### config.mk
export PLATFORM = sky130hd
export DESIGN_NAME = z_stack
export DESIGN_NICKNAME = d
export VERILOG_FILES = /design/src/rtl/z_stack.sv
export SDC_FILE = /design/constraint.sdc
export NUM_CORES = 1
export LEC_CHECK = 0
export ABC_AREA = 1
export CORE_ASPECT_RATIO = 1.75
export CORE_MARGIN = 2
export CORE_UTILIZATION = 53
export CTS_BUF_LIST = sky130_fd_sc_hd__clkbuf_4 sky130_fd_sc_hd__clkbuf_8 sky130_fd_sc_hd__clkbuf_16
export DETAILED_ROUTE_END_ITERATION = 6
export PLACE_DENSITY = 0.76
export SLEW_MARGIN = 10
export SYNTH_ARGS = -nofsm -noshare
export SYNTH_HDL_FRONTEND = slang
export SYNTH_SLANG_ARGS = --single-unit
### constraint.sdc
create_clock -name clk -period 2.9 [get_ports clk]
set_input_delay 0.87 -clock clk [delete_from_list [all_inputs] [get_ports clk]]
set_output_delay 0.87 -clock clk [all_outputs]
set_load 0.02 [all_outputs]
### src/rtl/z_stack.sv
// -----------------------------------------------------------------------------
// z_stack
//
// LIFO store for per-layer pre-activation vectors (z). During the forward pass
// it captures one z vector per layer. Once LAYER_NUM entries are held it
// replays them last layer first, each entry presented as a (layer, z) pair on
// two independent ready/valid channels that feed the weight controller.
//
// Optional feature (macro ZSTACK_EARLY_DRAIN_EN):
//   Adds input drain_req. In FILL with at least one entry stored, drain_req
//   starts the replay early from the most recently pushed layer. A push that
//   fires in the same cycle is stored before the replay starts.
//
// Ports:
//   clk          in   clock
//   rst          in   asynchronous active-low reset
//   drain_req    in   early replay request (only with ZSTACK_EARLY_DRAIN_EN)
//   z_in         in   forward-pass z vector
//   z_in_valid   in   z_in valid
//   z_in_ready   out  stack accepting pushes (FILL state)
//   z            out  replayed z vector
//   z_valid      out  z valid
//   z_ready      in   z accepted
//   layer        out  layer address of the presented entry
//   layer_valid  out  layer valid
//   layer_ready  in   layer accepted
//   count        out  entries currently stored
//   draining     out  high while replaying (DRAIN state)
// -----------------------------------------------------------------------------
module z_stack #(
   parameter int NEURON_NUM          = 5,
   parameter int NEURON_OUTPUT_WIDTH = 10,
   parameter int LAYER_ADDR_WIDTH    = 2,
   parameter int LAYER_NUM           = 4
) (
   input  logic                                      clk,
   input  logic                                      rst,
`ifdef ZSTACK_EARLY_DRAIN_EN
   input  logic                                      drain_req,
`endif
   input  logic [NEURON_NUM*NEURON_OUTPUT_WIDTH-1:0] z_in,
   input  logic                                      z_in_valid,
   output logic                                      z_in_ready,
   output logic [NEURON_NUM*NEURON_OUTPUT_WIDTH-1:0] z,
   output logic                                      z_valid,
   input  logic                                      z_ready,
   output logic [LAYER_ADDR_WIDTH-1:0]               layer,
   output logic                                      layer_valid,
   input  logic                                      layer_ready,
   output logic [LAYER_ADDR_WIDTH:0]                 count,
   output logic                                      draining
);

   localparam int ZW  = NEURON_NUM * NEURON_OUTPUT_WIDTH;
   localparam int PW  = LAYER_ADDR_WIDTH + 1;
   localparam logic [PW-1:0] LP_LAYER_NUM = PW'(LAYER_NUM);

   typedef enum logic {
      ST_FILL,
      ST_DRAIN
   } state_t;

   state_t                        r_state;
   logic [PW-1:0]                 r_ptr;
   logic [ZW-1:0]                 r_mem [LAYER_NUM];
   logic                          r_z_sent;
   logic                          r_layer_sent;

   logic                          w_draining;
   logic                          w_push;
   logic                          w_drain_req;
   logic                          w_z_fire;
   logic                          w_layer_fire;
   logic                          w_retire;
   logic [PW-1:0]                 w_ptr_inc;
   logic [LAYER_ADDR_WIDTH-1:0]   w_top_idx;

`ifdef ZSTACK_EARLY_DRAIN_EN
   assign w_drain_req = drain_req;
`else
   assign w_drain_req = 1'b0;
`endif

   assign w_draining = (r_state == ST_DRAIN);
   assign w_push     = z_in_valid & ~w_draining;
   assign w_ptr_inc  = r_ptr + PW'(1);

   // Top-of-stack index. The low bits are enough: in DRAIN ptr is in
   // 1..LAYER_NUM, so ptr-1 always fits in LAYER_ADDR_WIDTH bits.
   assign w_top_idx  = r_ptr[LAYER_ADDR_WIDTH-1:0] - LAYER_ADDR_WIDTH'(1);

   // Fork handshake: each channel fires at most once per entry; the entry
   // retires once both have fired, whether in the same cycle or not.
   assign w_z_fire     = w_draining & ~r_z_sent     & z_ready;
   assign w_layer_fire = w_draining & ~r_layer_sent & layer_ready;
   assign w_retire     = w_draining & (r_z_sent | w_z_fire)
                                    & (r_layer_sent | w_layer_fire);

   // Outputs decode registered state only, so they settle to reset values
   // as soon as the asynchronous reset clears the registers.
   assign z_in_ready  = ~w_draining;
   assign draining    = w_draining;
   assign count       = r_ptr;
   assign z_valid     = w_draining & ~r_z_sent;
   assign layer_valid = w_draining & ~r_layer_sent;
   assign z           = w_draining ? r_mem[w_top_idx] : '0;
   assign layer       = w_draining ? w_top_idx : '0;

   // NOTE: sequential state uses non-blocking assignments so every register
   // samples pre-edge values regardless of statement order.
   always_ff @(posedge clk or negedge rst) begin
      if (!rst) begin
         r_state      <= ST_FILL;
         r_ptr        <= '0;
         r_z_sent     <= 1'b0;
         r_layer_sent <= 1'b0;
         // NOTE: the storage array is cleared on reset on purpose so that z
         // never carries data from before the reset; this keeps it in flops.
         for (int i = 0; i < LAYER_NUM; i++) begin
            r_mem[i] <= '0;
         end
      end else begin
         case (r_state)
            ST_FILL: begin
               if (w_push) begin
                  r_mem[r_ptr[LAYER_ADDR_WIDTH-1:0]] <= z_in;
                  r_ptr <= w_ptr_inc;
                  // An early drain request with a push stores the push first.
                  if ((w_ptr_inc == LP_LAYER_NUM) || w_drain_req) begin
                     r_state <= ST_DRAIN;
                  end
               end else if (w_drain_req && (r_ptr != '0)) begin
                  r_state <= ST_DRAIN;
               end
            end

            ST_DRAIN: begin
               if (w_retire) begin
                  r_z_sent     <= 1'b0;
                  r_layer_sent <= 1'b0;
                  r_ptr        <= r_ptr - PW'(1);
                  if (r_ptr == PW'(1)) begin
                     r_state <= ST_FILL;
                  end
               end else begin
                  r_z_sent     <= r_z_sent     | w_z_fire;
                  r_layer_sent <= r_layer_sent | w_layer_fire;
               end
            end

            default: begin
               r_state <= ST_FILL;
            end
         endcase
      end
   end

endmodule

After elaboration in Yosys (flattened, before gate mapping)
Index checks and enable logic that the tools add are counted.
{ "totals": {"inputBits": 55, "reg_bits": 206, "out_inout_bits": 59} }
{ "op_classes": {"n_reduce_logical": 3, "n_bitwise": 14, "muxes": 18, "addsub": 3, "n_eq_ne": 4, "magnitude_cmp": 3} }
{ "ops": {"columns": ["operator", "n"], "rows": [
  ["bitwise mux 200 bit", 1],
  ["2-to-1 mux 50 bit", 4],
  ["binary-select mux 50 bit (select 2 bit)", 1],
  ["demux 50 bit (select 2 bit)", 1],
  ["bitwise AND 1 bit", 7],
  [">= comparator 3 bit, second input constant", 2],
  ["2-to-1 mux 1 bit", 6],
  ["2-to-1 mux 3 bit", 2],
  ["NOT 2 -> 3 bit", 2],
  ["one-hot mux 3 bit (2 select lines)", 1],
  ["inequality test 2 x 1 -> 1 bit, second input constant", 2],
  ["AND reduction 2 bit", 2],
  ["adder 3 x 1 -> 3 bit, second input constant", 1],
  ["equality test 3 x 1 -> 1 bit, second input constant", 1],
  ["equality test 3 bit, second input constant", 1],
  ["less-than comparator 3 x 1 -> 1 bit, second input constant", 1],
  ["NOT 1 bit", 3],
  ["subtractor 3 x 1 -> 3 bit, second input constant", 1],
  ["2-to-1 mux 2 bit", 1],
  ["bitwise OR 1 bit", 2],
  ["one-hot mux 1 bit (2 select lines)", 1],
  ["subtractor 2 x 1 -> 2 bit, second input constant", 1],
  ["logical AND 1 bit", 1]
]} }

Longest topological paths before layout
Gate-level depths: netlist of run 1.
{ "depth": {"word_depth": 8, "depth_mapped": 11, "depth_no_buf": 9} }

Worst setup path before layout of run 1
Ideal clock, no wire load.
{ "synth_timing": {"path_kind": "reg-to-output", "startpoint": "reg r_ptr[0] (netlist: count[0])", "endpoint": "out z[16]", "required_ns": 2.030, "path_stages_with_launch": 11, "slack_ns": -0.113, "n_path_buf": 4, "arrival_time_ns": 2.143, "path_cell_list": "dfrtp_1 inv_2 buf_4 clkbuf_1 ha_1 inv_1 buf_2 buf_2 nor2_1 o21ai_0 a21oi_1"} }
{ "synth_via": {"elab_chain_len": 6} }
{ "synth_rtl": {"columns": ["item", "line", "source"], "rows": [
  ["start, declared", "64", "logic [PW-1:0] r_ptr;"],
  ["start signal, assigned", "127", "r_ptr <= w_ptr_inc;"],
  ["start signal, assigned", "141", "r_ptr <= r_ptr - PW'(1);"],
  ["subtractor 2 x 1 -> 2 bit", "90", "assign w_top_idx = r_ptr[LAYER_ADDR_WIDTH-1:0] - LAYER_ADDR_WIDTH'(1);"],
  ["NOT 2 -> 3 bit (implied by the code)", "106", "assign z = w_draining ? r_mem[w_top_idx] : '0;"],
  ["binary-select mux 50 bit (select 2 bit)", "106", null],
  ["2-to-1 mux 50 bit (implied by the code) (2 in a row)", "106", null],
  ["2-to-1 mux 50 bit", "106", null],
  ["end, declared", "44", "output logic [NEURON_NUM*NEURON_OUTPUT_WIDTH-1:0] z,"]
]} }
Every way passes these cells. The select of a mux whose other input is x is not followed.

Worst setup path in the final report of run 1
{ "layout_timing": {"startpoint": "reg r_ptr[0] (netlist: count[0])", "endpoint": "out z[40]"} }
The elaborated chain is that of the path after synthesis.

==> qor.yml, run 1 <==
floorplan:
  chipWidth_um: 107
  die_area_um2: 19900
  die_y_um: 185
  rows: 66
  core_area_um2: 18500
  initial_core_util: 0.537
  io_pins: 114
global_route:
  grtUsageTotal: 0.250
  grt_pass1_vias: 7986
  overflow: 0
  grt_first_pass_wirelength_um: 39600
  antenna_found_initial: 0
  grt_max_degree: 101
route:
  routed_via_density: 5.41
  routedWlPerCell_um: 16.6
  routed_wl_um: 24700
  drtAntennaViolNets: 0
  dr.pass1.iters: 5
  met3_length_um: 953
  vias: 8079
  drt_iter0_drc: 460
  drc: 0
  top_layer: "met4"
  wl_met2_um: 13200
  wl_met1_um: 9800
setup_path:
  critPathCaptureType: "primary output"
  path_cells: "inv_4, ha_4, inv_6, buf_12, buf_12, nor2_4, o21ai_2, a21oi_2, buf_4"
  cp_data_arrival_time_ps: 2120
  cpMaxStageDelayCell: "dfrtp_4"
  start_kind: "register"
  crit_type: "register to primary output"
  reg2reg_from: "count[0]$_DFFE_PN0P_"
  cp_slowest_stage_delay_ps: 430
  critPathLaunch: "count[0]$_DFFE_PN0P_"
  cp.required_ps: 2030
  critPathMostFrequentCell: "buf_12"
  critPathMaxFanout: 8
logic_synthesis:
  yosys_warnings: 0
  synth-seq-cells: 206
  synth.cell_area_um2: 9930
  synth_cells: 1143
  yosysMostFrequentCell: "nand2_1"
  synth_common_cells: "335 x nand2_1, 206 x dfrtp_1, 149 x nor2_1"
  synth_edf_count: 0
  synth_area_per_cell_um2: 8.68
  ys_seq_area_frac: 0.519
  synth_top_area_cell: "dfrtp_1"
  ys_types: 21
  synth_area_leaders: "dfrtp_1 52%, nand2_1 13%, o21ai_2 8.2%, nor2_1 5.6%, o21ai_1 5.4%"
  async_flop_share: 1.00
  syn-num-nets: 1203
  yosys.area.top_type_share: 0.519
  synth_ff_type: "dfrtp_1"
cts:
  htreeDepth: 1
  clk_path_buf_depth: 3
  cts.sinks: 206
  cts-root-buf: "clkbuf_16"
  cts_tree: "done"
  cts_inserted_buffers: 19
  cts-hold-fix-buffers: 0
  clock_latency_ps: 490
  cts.clk_slew.worst_paths_ps: 60
timing:
  finalWorstSetupSlack_ps: -94.7
  hold_viol_final: 0
  fin_tns_setup_ps: -1250
  worst_pin_slew_ps: 800
  maxSlewViolCount: 0
  fmax_mhz: 334
  layout_min_cycle_time_ps: 2990
  fin_worst_skew_ps: 10.6
  setup_viol: 38
  worst_slew_margin_rel: 0.467
  hold_ws_ps: 346
  period_share: 1.03
  rsz0062_at_grt: "yes"
place:
  place.gp.congestion: 0.782
  place_hpwl_um: 14400
  dpl_worst_slack_ps: -144
  io_buffer_count: 113
  place_area_um2: 11300
finish:
  syn2layout_area_growth_pct: 26.6
  final_util: 0.679
  num-fill-cells: 1478
  drive_above_1_share: 0.252
  final_area_um2: 12600
  num_antenna_cells: 0
  layout.nets: 1306
worst_hold_path:
  hold_class: "input port to async pin"
run_status:
  violations: "setup timing"
  outcome: "complete, but fails checks"
pwr:
  power_density_nw_per_um2: 1360
  p_leak_nw: 6.00
  ir_drop_mv: 0.794
job:
  cap_viol_max_count: 0
## layout make-up
cell class | count | area, µm² | share of cell area
clock buffer | 27 | 554 | 0.0441
clock inverter | 2 | 35.0 | 0.00279
inverter | 59 | 249 | 0.0198
multi-input combinational | 802 | 4450 | 0.354
sequential | 206 | 5160 | 0.411
tap | 238 | 298 | 0.0237
timing repair buffer | 158 | 1820 | 0.145
## kinds of logic after synthesis
family	synth area share
DFF	0.519
adders and majority gates	0.00630
and+or+nand+nor	0.192
AOI/OAI and AO/OA	0.193
buffers and inverters	0.0884
## layout by cell type (no fill, tap or decap), drive strengths merged
cell / netlist / routed
a21oi: 31 / 31
buf: 67 / 90
bufbuf: 0 / 3
bufinv: 0 / 1
clkbuf: 9 / 30
clkdlybuf4s15: 0 / 1
clkdlybuf4s50: 0 / 56
clkinv: 0 / 1
dfrtp: 206 / 206
dlygate4sd2: 0 / 4
dlymetal6s2s: 0 / 1
ha: 5 / 5
inv: 59 / 59
nand2: 340 / 340
nand3: 3 / 3
nand3b: 1 / 1
nor2: 149 / 149
o21ai: 250 / 250
o31ai: 22 / 22
or2: 1 / 1
## critical path: cells and delay by family (launching register included)
kind	cells	cell delay, ps
flops	1	430
compound gates	2	290
simple gates	1	80
fa+ha+maj	1	280
buf+inv	5	560
## sequential cells by signal (all words and copies together), names as in the netlist
register	cells
r_mem	200
count	3
draining	1
r_layer_sent	1
r_z_sent	1
## stage by stage
step / total power (W) / cells
global placement: 0.0126 / 1456
floorplan: 0.0101 / 1143
CTS: 0.0159 / 1489
finish: 0.0170 / 1492
global route: 0.0181 / 1492
detailed placement: 0.0128 / 1456
## report_power, final
| part | internal (W) | leakage (nW) | switching, W | total (W) |
|---|---|---|---|---|
| registers | 0.00419 | 2.58 | 0.000751 | 0.00494 |
| logic | 0.00414 | 3.12 | 0.00550 | 0.00964 |
| clock network | 0.00141 | 0.297 | 0.00103 | 0.00244 |
| total | 0.00975 | 6.00 | 0.00728 | 0.0170 |
## worst paths after layout
path,endpoint,slack [ps],cells after the start
setup / recovery,z[40],-90,9
hold / removal,r_mem[166]$_DFFE_PN0P_,350,1
setup reg to reg,r_mem[96]$_DFFE_PN0P_,620,8
hold reg to reg,r_mem[81]$_DFFE_PN0P_,480,2
max in group asynchronous,r_mem[43]$_DFFE_PN0P_,1890,2
min in group clk,r_mem[81]$_DFFE_PN0P_,480,2
## what timing repair did
action / 4_1_cts / 5_1_grt
buffers inserted: 0 / 1
setup endpoints to repair: 55 / 51
pin swaps: 24 / 27
cloned: 4 / 2
gates resized for setup: 350 / 115
## per-layer routing
| metal | up-vias | global-route usage |
|---|---|---|
| li1 | 3905 | - |
| met1 | 3932 | 0.303 |
| met2 | 197 | 0.454 |
| met3 | 45 | 0.0250 |
| met4 | 0 | 0.0949 |
| met5 | - | 0 |
(Power assumes the default switching activity.)
==> inputs of run 2 (changes only) <==
Settings changed: SKIP_CTS_REPAIR_TIMING set to 1.
==> run 2 against run 1 <==
The flow still finishes with violations (setup timing). Via count is 1.4% lower. Worst setup slack got worse by 12 ps. Clock-buffer cell count stayed put. Global-route usage decreased by 0.99 points. Register-to-register slack better by 160 ps. Critical path type unchanged. Largest power group unchanged.
==> qor.yml, run 2 (synthesis results as in run 1) <==
run_status:
  outcome: "complete, but fails checks"
  violations: "setup timing"
timing:
  hold_viol_final: 0  # unchanged
  fin_worst_skew_ps: 8.79  # -1.77 ps
  worst_pin_slew_ps: 781  # -19.2 ps
  fin_tns_setup_ps: -1650  # -399 ps
  layout_min_cycle_time_ps: 3010  # +12.1 ps
  period_share: 1.04  # +0.00418
  worst_slew_margin_rel: 0.479  # +0.0128
  fmax_mhz: 333  # -0.40%
  rsz0062_at_grt: "yes"
  maxSlewViolCount: 0  # unchanged
  finalWorstSetupSlack_ps: -107  # -12.1 ps
  setup_viol: 46  # +21%
route:
  dr.pass1.iters: 7  # +2
  routedWlPerCell_um: 16.0  # -3.1%
  drtAntennaViolNets: 0  # unchanged
  routed_wl_um: 23900  # -3.3%
  vias: 7964  # -1.4%
  drc: 0  # unchanged
  drt_iter0_drc: 518  # +13%
  routed_via_density: 5.34  # -1.3%
finish:
  final_common_cell: "nand2_1"
  drive_above_1_share: 0.239  # -0.0132
  syn2layout_area_growth_pct: 23.8
  stdcell_count: 1490  # -0.13%
  layout.nets: 1304  # -0.15%
  regMostFlops: "r_mem"
  largest_reg_flops: 200  # unchanged
  num-fill-cells: 1534  # +3.8%
  final_cell_mix: "333 x nand2_1, 204 x dfrtp_1, 134 x nor2_1, 130 x o21ai_1, 101 x o21ai_2"
  final_area_um2: 12300  # -2.2%
  num_antenna_cells: 0  # unchanged
  final_util: 0.665  # -0.0147
floorplan:
  chipWidth_um: 107  # unchanged
  die_area_um2: 19900  # unchanged
  die_y_um: 185  # unchanged
  initial_core_util: 0.537  # unchanged
  io_pins: 114  # unchanged
  rows: 66  # unchanged
  core_area_um2: 18500  # unchanged
setup_path:
  critPathCaptureType: "primary output"
  path_cells: "inv_2, ha_4, inv_6, buf_12, clkbuf_16, nand2_1, a21oi_2, buf_4"
  crit_type: "register to primary output"
  cp_num_buf_inv: 5  # unchanged
  cp.required_ps: 2030  # about the same
  cpMaxStageDelayCell: "dfrtp_4"
  crit_family: "buffers and inverters"
  cp_slowest_stage_delay_ps: 480  # +50 ps
  critPathMaxFanout: 8  # unchanged
  start_kind: "register"
  cp_data_arrival_time_ps: 2140  # +20 ps
pwr:
  combPwrFrac: 0.549  # -0.017
  ir_drop_mv: 0.751  # -5.4%
  p_switching_w: 0.00694  # -4.6%
  p_leak_nw: 5.98  # -0.40%
  swShare: 0.426  # -0.00174
  power_density_nw_per_um2: 1330  # -2.1%
  power_frac_clock: 0.149  # +0.005
  seqPwrFrac: 0.302  # +0.012
  p_int_w: 0.00936  # -4.0%
cts:
  clock_latency_ps: 480  # about the same
  clk_path_buf_depth: 3  # unchanged
  htreeDepth: 1  # unchanged
  cts-root-buf: "clkbuf_16"
  cts_inserted_buffers: 19  # unchanged
  cts.sinks: 206  # unchanged
  cts_tree: "done"
  cts.clk_slew.worst_paths_ps: 60  # about the same
global_route:
  antenna_found_initial: 0  # unchanged
  grt_max_degree: 101  # unchanged
  grtUsageTotal: 0.240  # -0.00989
  grt_pass1_vias: 7893  # -1.2%
  overflow: 0  # unchanged
  grt_first_pass_wirelength_um: 38400  # -3.1%
worst_hold_path:
  hold_class: "input port to async pin"
job:
  cap_viol_max_count: 0  # unchanged
place:
  place_area_um2: 11300  # unchanged
  dp.cells: 1456  # unchanged
  io_buffer_count: 113  # unchanged
  place_hpwl_um: 14400  # unchanged
  place.gp.congestion: 0.782  # unchanged
  dpl_worst_slack_ps: -144  # unchanged
run 2: per-layer routing:
metal	vias up	track usage	share of wire
met2	203	0.426	0.53
met1	3836	0.296	0.40
met3	45	0.0250	0.038
met4	0	0.100	0.033
li1	3880	-	-
met5	-	0	0
run 2: area by class of cell:
| cell class | instances | area, µm² | area share |
|---|---|---|---|
| clock buffers | 27 | 554 | 0.0451 |
| clock inverters | 2 | 35.0 | 0.00285 |
| inverters | 59 | 250 | 0.0204 |
| multi-input cells | 802 | 4300 | 0.350 |
| flip-flops and latches | 206 | 5160 | 0.420 |
| well taps | 238 | 298 | 0.0242 |
| repair buffers | 156 | 1700 | 0.138 |
run 2: power groups by stage:
stage / Sequential (W) / Combinational [W] / Clock, W
6_report: 0.00492 / 0.00894 / 0.00244
5_1_grt: 0.00507 / 0.00976 / 0.00260
4_1_cts: 0.00486 / 0.00793 / 0.00249
3_5_place_dp: 0.00490 / 0.00788 / 0
3_3_place_gp: 0.00484 / 0.00775 / 0
2_1_floorplan: 0.00476 / 0.00532 / 0
run 2: worst paths after layout:
| path | from | to | slack [ps] | cells after the start |
|---|---|---|---|---|
| setup / recovery | count[0]$_DFFE_PN0P_ | z[40] | -110 | 8 |
| hold / removal | rst | r_mem[166]$_DFFE_PN0P_ | 350 | 1 |
| setup reg to reg | count[0]$_DFFE_PN0P_ | r_mem[90]$_DFFE_PN0P_ | 780 | 8 |
| hold reg to reg | r_mem[79]$_DFFE_PN0P_ | r_mem[79]$_DFFE_PN0P_ | 480 | 2 |
| max in group asynchronous | rst | r_mem[43]$_DFFE_PN0P_ | 1890 | 2 |
| min in group clk | r_mem[79]$_DFFE_PN0P_ | r_mem[79]$_DFFE_PN0P_ | 480 | 2 |
run 2: through the flow:
stage | hold slack, ps | total power (W)
after floorplan | 450 | 0.0101
after CTS | 360 | 0.0153
after global placement | 458 | 0.0126
after global routing | 378 | 0.0174
final | 350 | 0.0163
after detailed placement | 463 | 0.0128
